--- config.mk ---
export PLATFORM = sky130hd
export DESIGN_NAME = chunked_serial_adder_flat
export DESIGN_NICKNAME = d
export VERILOG_FILES = /design/src/rtl/chunked_serial_adder_pkg.sv /design/src/rtl/chunked_serial_adder_if.sv /design/src/rtl/chunked_serial_adder_chunk_adder.sv /design/src/rtl/chunked_serial_adder.sv /design/src/flat_wrapper.sv
export SDC_FILE = /design/constraint.sdc
export NUM_CORES = 1
export LEC_CHECK = 0
export CAP_MARGIN = 20
export CORE_MARGIN = 8
export CORE_UTILIZATION = 25
export DETAILED_ROUTE_END_ITERATION = 10
export PLACE_DENSITY_LB_ADDON = 0.05
export SETUP_SLACK_MARGIN = 0.5
export SLEW_MARGIN = 20
export SYNTH_ARGS = -nofsm -noshare
export SYNTH_HDL_FRONTEND = slang
export SYNTH_HIERARCHICAL = 1
export SYNTH_SLANG_ARGS = --single-unit
--- constraint.sdc ---
create_clock -name clk -period 3.15 [get_ports clk]
set_input_delay 0.4725 -clock clk [delete_from_list [all_inputs] [get_ports clk]]
set_output_delay 0.4725 -clock clk [all_outputs]
set_load 0.005 [all_outputs]
--- src/rtl/chunked_serial_adder_pkg.sv ---
// chunked_serial_adder_pkg
// Shared definitions for the chunked serial adder:
//   - state_t: FSM state encoding (IDLE / BUSY / DONE)
//   - calc_nchunk: number of CHUNK-bit slices in a WIDTH-bit operand
//   - calc_idx_w:  width of the chunk index counter
package chunked_serial_adder_pkg;

    typedef enum logic [1:0] {
        ST_IDLE = 2'd0,
        ST_BUSY = 2'd1,
        ST_DONE = 2'd2
    } state_t;

    function automatic int calc_nchunk(input int width, input int chunk);
        return width / chunk;
    endfunction

    // Wide enough to hold NCHUNK itself, not only NCHUNK-1.
    function automatic int calc_idx_w(input int nchunk);
        return $clog2(nchunk + 1);
    endfunction

endpackage

--- src/rtl/chunked_serial_adder_if.sv ---
// chunked_serial_adder_if
// Operand/result handshake bundle for chunked_serial_adder.
//   in_valid/in_ready  : operand handshake (a, b, cin [, sub])
//   out_valid/out_ready: result handshake (sum, cout)
// Modports:
//   master - producer/consumer side (drives operands, accepts results)
//   slave  - the adder itself
// Optional macro CHUNKED_SERIAL_ADDER_SUB_EN adds the 1-bit 'sub' operand.
interface chunked_serial_adder_if #(
    parameter int WIDTH = 8
);
    logic             in_valid;
    logic             in_ready;
    logic [WIDTH-1:0] a;
    logic [WIDTH-1:0] b;
    logic             cin;
`ifdef CHUNKED_SERIAL_ADDER_SUB_EN
    logic             sub;
`endif
    logic             out_valid;
    logic             out_ready;
    logic [WIDTH-1:0] sum;
    logic             cout;

    modport master (
        output in_valid, a, b, cin,
`ifdef CHUNKED_SERIAL_ADDER_SUB_EN
        output sub,
`endif
        output out_ready,
        input  in_ready, out_valid, sum, cout
    );

    modport slave (
        input  in_valid, a, b, cin,
`ifdef CHUNKED_SERIAL_ADDER_SUB_EN
        input  sub,
`endif
        input  out_ready,
        output in_ready, out_valid, sum, cout
    );
endinterface

--- src/rtl/chunked_serial_adder_chunk_adder.sv ---
// chunk_adder
// Purely combinational CHUNK-bit ripple-carry adder.
//   a, b : CHUNK-bit addends
//   cin  : carry in
//   sum  : CHUNK-bit sum
//   cout : carry out of the top bit
module chunk_adder #(
    parameter int CHUNK = 2
) (
    input  logic [CHUNK-1:0] a,
    input  logic [CHUNK-1:0] b,
    input  logic             cin,
    output logic [CHUNK-1:0] sum,
    output logic             cout
);
    logic [CHUNK:0] carry;

    assign carry[0] = cin;

    for (genvar gi = 0; gi < CHUNK; gi++) begin : g_bit
        assign sum[gi]     = a[gi] ^ b[gi] ^ carry[gi];
        assign carry[gi+1] = (a[gi] & b[gi]) | (carry[gi] & (a[gi] ^ b[gi]));
    end

    assign cout = carry[CHUNK];
endmodule

--- src/rtl/chunked_serial_adder.sv ---
// chunked_serial_adder
// Multi-cycle unsigned adder: WIDTH-bit sum computed CHUNK bits per clock,
// carry registered between chunks. Operands accepted in IDLE, NCHUNK BUSY
// cycles, result presented in DONE until out_ready.
// Ports:
//   clk   - rising-edge clock
//   rst_n - asynchronous active-low reset
//   bus   - chunked_serial_adder_if.slave (operand and result handshakes)
// Parameters: WIDTH (multiple of CHUNK), CHUNK (1..WIDTH).
// Optional macro CHUNKED_SERIAL_ADDER_SUB_EN: adds 'sub'; when set, b is
// inverted at capture and the initial carry forced to 1 (a - b, cout = no borrow).
module chunked_serial_adder
    import chunked_serial_adder_pkg::*;
#(
    parameter int WIDTH = 8,
    parameter int CHUNK = 2
) (
    input  logic                   clk,
    input  logic                   rst_n,
    chunked_serial_adder_if.slave  bus
);
    localparam int NCHUNK = calc_nchunk(WIDTH, CHUNK);
    localparam int IDXW   = calc_idx_w(NCHUNK);

    if (CHUNK < 1 || CHUNK > WIDTH || (WIDTH % CHUNK) != 0) begin : g_bad_params
        $error("chunked_serial_adder: WIDTH must be a multiple of CHUNK and 1 <= CHUNK <= WIDTH");
    end

    state_t            state_reg;
    logic [WIDTH-1:0]  a_reg;
    logic [WIDTH-1:0]  b_reg;
    logic              carry_reg;
    logic [IDXW-1:0]   idx_reg;
    logic [WIDTH-1:0]  sum_reg;
    logic              cout_reg;
    logic              in_ready_reg;
    logic              out_valid_reg;

    logic [CHUNK-1:0]  chunk_sum;
    logic              chunk_cout;
    logic              b_inv;
    logic              carry_init;

    // Operand conditioning at capture time.
`ifdef CHUNKED_SERIAL_ADDER_SUB_EN
    assign b_inv      = bus.sub;
    assign carry_init = bus.sub ? 1'b1 : bus.cin;
`else
    assign b_inv      = 1'b0;
    assign carry_init = bus.cin;
`endif

    chunk_adder #(.CHUNK(CHUNK)) u_chunk_adder (
        .a    (a_reg[idx_reg*CHUNK +: CHUNK]),
        .b    (b_reg[idx_reg*CHUNK +: CHUNK]),
        .cin  (carry_reg),
        .sum  (chunk_sum),
        .cout (chunk_cout)
    );

    always_ff @(posedge clk or negedge rst_n) begin
        if (!rst_n) begin
            state_reg     <= ST_IDLE;
            a_reg         <= '0;
            b_reg         <= '0;
            carry_reg     <= 1'b0;
            idx_reg       <= '0;
            sum_reg       <= '0;
            cout_reg      <= 1'b0;
            in_ready_reg  <= 1'b1;
            out_valid_reg <= 1'b0;
        end else begin
            case (state_reg)
                ST_IDLE: begin
                    if (bus.in_valid && in_ready_reg) begin
                        a_reg        <= bus.a;
                        b_reg        <= b_inv ? ~bus.b : bus.b;
                        carry_reg    <= carry_init;
                        idx_reg      <= '0;
                        in_ready_reg <= 1'b0;
                        state_reg    <= ST_BUSY;
                    end
                end
                ST_BUSY: begin
                    sum_reg[idx_reg*CHUNK +: CHUNK] <= chunk_sum;
                    carry_reg <= chunk_cout;
                    idx_reg   <= idx_reg + 1'b1;
                    if (idx_reg == IDXW'(NCHUNK - 1)) begin
                        cout_reg      <= chunk_cout;
                        out_valid_reg <= 1'b1;
                        state_reg     <= ST_DONE;
                    end
                end
                ST_DONE: begin
                    // in_ready stays low here: no same-cycle accept on release.
                    if (bus.out_ready) begin
                        out_valid_reg <= 1'b0;
                        in_ready_reg  <= 1'b1;
                        state_reg     <= ST_IDLE;
                    end
                end
                default: begin
                    out_valid_reg <= 1'b0;
                    in_ready_reg  <= 1'b1;
                    state_reg     <= ST_IDLE;
                end
            endcase
        end
    end

    assign bus.in_ready  = in_ready_reg;
    assign bus.out_valid = out_valid_reg;
    assign bus.sum       = sum_reg;
    assign bus.cout      = cout_reg;
endmodule

--- src/flat_wrapper.sv ---
// flat-port wrapper written by rule: the top's interface ports become plain ports
module chunked_serial_adder_flat import chunked_serial_adder_pkg::*;
#(
    parameter int WIDTH = 8,
    parameter int CHUNK = 2
)
  (clk, rst_n, bus_in_valid, bus_a, bus_b, bus_cin, bus_out_ready, bus_in_ready, bus_out_valid, bus_sum, bus_cout);
  chunked_serial_adder_if #(.WIDTH(WIDTH)) bus_i ();
  input  logic clk;
  input  logic rst_n;
  input wire logic [$bits(bus_i.in_valid)-1:0] bus_in_valid;
  input wire logic [$bits(bus_i.a)-1:0] bus_a;
  input wire logic [$bits(bus_i.b)-1:0] bus_b;
  input wire logic [$bits(bus_i.cin)-1:0] bus_cin;
  input wire logic [$bits(bus_i.out_ready)-1:0] bus_out_ready;
  output wire logic [$bits(bus_i.in_ready)-1:0] bus_in_ready;
  output wire logic [$bits(bus_i.out_valid)-1:0] bus_out_valid;
  output wire logic [$bits(bus_i.sum)-1:0] bus_sum;
  output wire logic [$bits(bus_i.cout)-1:0] bus_cout;
  assign bus_i.in_valid = bus_in_valid;
  assign bus_i.a = bus_a;
  assign bus_i.b = bus_b;
  assign bus_i.cin = bus_cin;
  assign bus_i.out_ready = bus_out_ready;
  assign bus_in_ready = bus_i.in_ready;
  assign bus_out_valid = bus_i.out_valid;
  assign bus_sum = bus_i.sum;
  assign bus_cout = bus_i.cout;
  chunked_serial_adder #(.WIDTH(WIDTH), .CHUNK(CHUNK)) u_core (.clk(clk), .rst_n(rst_n), .bus(bus_i));
endmodule
==> impl_metrics.tcl <==
set metrics [dict create \
    synthTopCellsByCount "32 x dfrtp_1, 25 x mux2_1, 12 x inv_1" \
    startpoint_type "register" \
    grt_pass1_wl_mm 5.91 \
    synth_edf_count 0 \
    drc 0 \
    yosysMostFrequentCell "dfrtp_1" \
    synth.distinct_cells 30 \
    hold_class "reg2reg" \
    post-route-util 0.336 \
    path_class "reg2reg" \
    rsz0062_at_grt "false" \
    p_per_area_nw_per_um2 855 \
    timing.setup.tns_ns 0 \
    multi_input_area_sq_um 686 \
    seq_area_sq_um 828 \
    grt_pass1_vias 1170 \
    max_cap_violations 0 \
    slew_violations 0 \
    grt_use_total 0.0848 \
    skew_ns 0.00319 \
    vdd.ir_drop.worst_v 0.000323 \
    ys_seq_elements 33 \
    clock_path_buffers 2 \
    fill_cells 627 \
    cts.sinks 33 \
    worstPathArrival_ns 2.61 \
    status "finished clean" \
    num_rows 29 \
    antenna_found_initial 0 \
    cp.required_ns 3.31 \
    synthesis.area_sq_um 1580 \
    synth.avg_cell_area_sq_um 13.5 \
    synth.top_cell.area_share 0.506 \
    die_x_microns 95.5 \
    drt_wl_total_mm 3.35 \
    synth_flop_cell "dfrtp_1" \
    synth_top_cell_by_area "dfrtp_1" \
    via_count 1016 \
    ctsHtreeMaxLevel 2 \
    max_slew_margin 0.720 \
    max_slew.worst_pin.slew_ns 0.420 \
    fmax_mhz 408 \
    port_buffers 31 \
    p_leak_uw 0.000948 \
    place.gp.congestion 0.719 \
    clkTransAtPathRegs_ns 0.07 \
    grt.overflow.total 0 \
    cp-end-kind "register" \
    die_y_microns 95.5 \
    clock_latency_ns 0.28 \
    min_period_over_period 0.778 \
    clock-root-buffer "clkbuf_8" \
    n_antenna_cell 0 \
    dp_hpwl_mm 2.48 \
    cts_tree "built" \
    cts_buffers 5 \
    ioPinCount 32 \
    holdBufCountCts 0 \
    wl_per_cell_microns 14.3 \
    finalHoldViolations 0 \
    grt_max_degree 34 \
    avgViaCountPerCell 4.34 \
    ys_seq_area_frac 0.523 \
    synth_area_leaders "dfrtp_1 51%, mux2_1 18%, mux4_2 5.7%" \
    drt_iter0_drc 26 \
    yosys_warnings 6 \
    core-area_sq_um 6240 \
    fin_nets 183 \
    drive_above_1_share 0.115 \
    die_area_sq_um 9130 \
    start_util 0.253 \
    min_period_ns 2.45 \
    synth-async-reset-ratio 1.00 \
    syn_nets 144 \
    antenna_left 0 \
    syn_to_final_growth_pct 32.6 \
    setup_viol 0 \
    first_pass_iters 3 \
    synthCells 117 \
    crit_path_max_fanout 4 \
]
path summary, 6_finish.rpt:
kind	to	depth (start not counted)	from	slack, ns
setup / recovery	u_core/bus.sum[1]	8	u_core/idx_reg[0]	0.70
hold / removal	u_core/b_reg[7]	1	u_core/b_reg[7]	0.48
setup reg to reg	u_core/bus.sum[1]	8	u_core/idx_reg[0]	0.70
max in group asynchronous	u_core/bus.in_ready	2	rst_n	2.21
hold reg to reg	u_core/b_reg[7]	1	u_core/b_reg[7]	0.48
min in group asynchronous	u_core/bus.sum[2]	2	rst_n	0.60
power by group:
part / internal [uW] / switching, uW
logic: 415 / 322
registers: 594 / 116
clock network: 197 / 148
cell families after synthesis:
family,count (synthesis),share of synthesized area
multiplexers,29,0.235
buffers and inverters,15,0.0435
AO/OA/AOI/OAI,10,0.0427
flip-flops,33,0.523
AND/OR/NAND/NOR,24,0.0989
adder cells (fa/ha/maj),6,0.0570
metrics by stage:
| step | area, sq um | hold WS [ns] | setup WS [ns] | cells | power (uW) |
|---|---|---|---|---|---|
| after detailed placement | 1980 | 0.473 | 0.503 | 224 | 1450 |
| after global routing | 2100 | 0.510 | 0.540 | 234 | 1970 |
| after global placement | 1980 | 0.474 | 0.556 | 224 | 1440 |
| after floorplan | 1580 | 0.177 | 0.718 | 117 | 1180 |
| after CTS | 2080 | 0.488 | 0.582 | 232 | 1810 |
| final | 2100 | 0.482 | 0.699 | 234 | 1790 |
cell type report:
type,count,share of cell area
clock inverters,1,0.00239
inverters,12,0.0215
flip-flops and latches,33,0.395
clock buffers,7,0.0459
well taps,77,0.0459
multi-input cells,69,0.327
repair buffers,35,0.162
routing by layer:
layer / part of all wire / track usage
met1: 0.44 / 0.100
met2: 0.48 / 0.133
met3: 0.063 / 0.0339
met4: 0.018 / 0.0384
met5: 0 / 0
cell usage in the layout (no fill, tap or decap), types with 3 or more instances in the layout:
master	instances
ha_1	4
nand2_1	4
mux4_2	4
clkbuf_8	7
and4bb_1	3
nor2_1	3
mux2_1	25
clkdlybuf4s50_1	31
dfrtp_1	31
buf_4	4
inv_1	12
and2_1	4
what timing repair did:
item / CTS / global route
resized for setup: 1 / 0
setup buffers: 0 / 2
endpoints found under the setup margin: 1 / 1
worst max-delay path: stages, from the launching register on:
cell and delay (ns):
dfrtp_2 0.44, mux4_2 0.33, and2_1 0.12, inv_1 0.05, fa_1 0.43, fa_1 0.50
inv_1 0.07, nor2b_1 0.12, mux2_1 0.27
(Power assumes the default switching activity.)
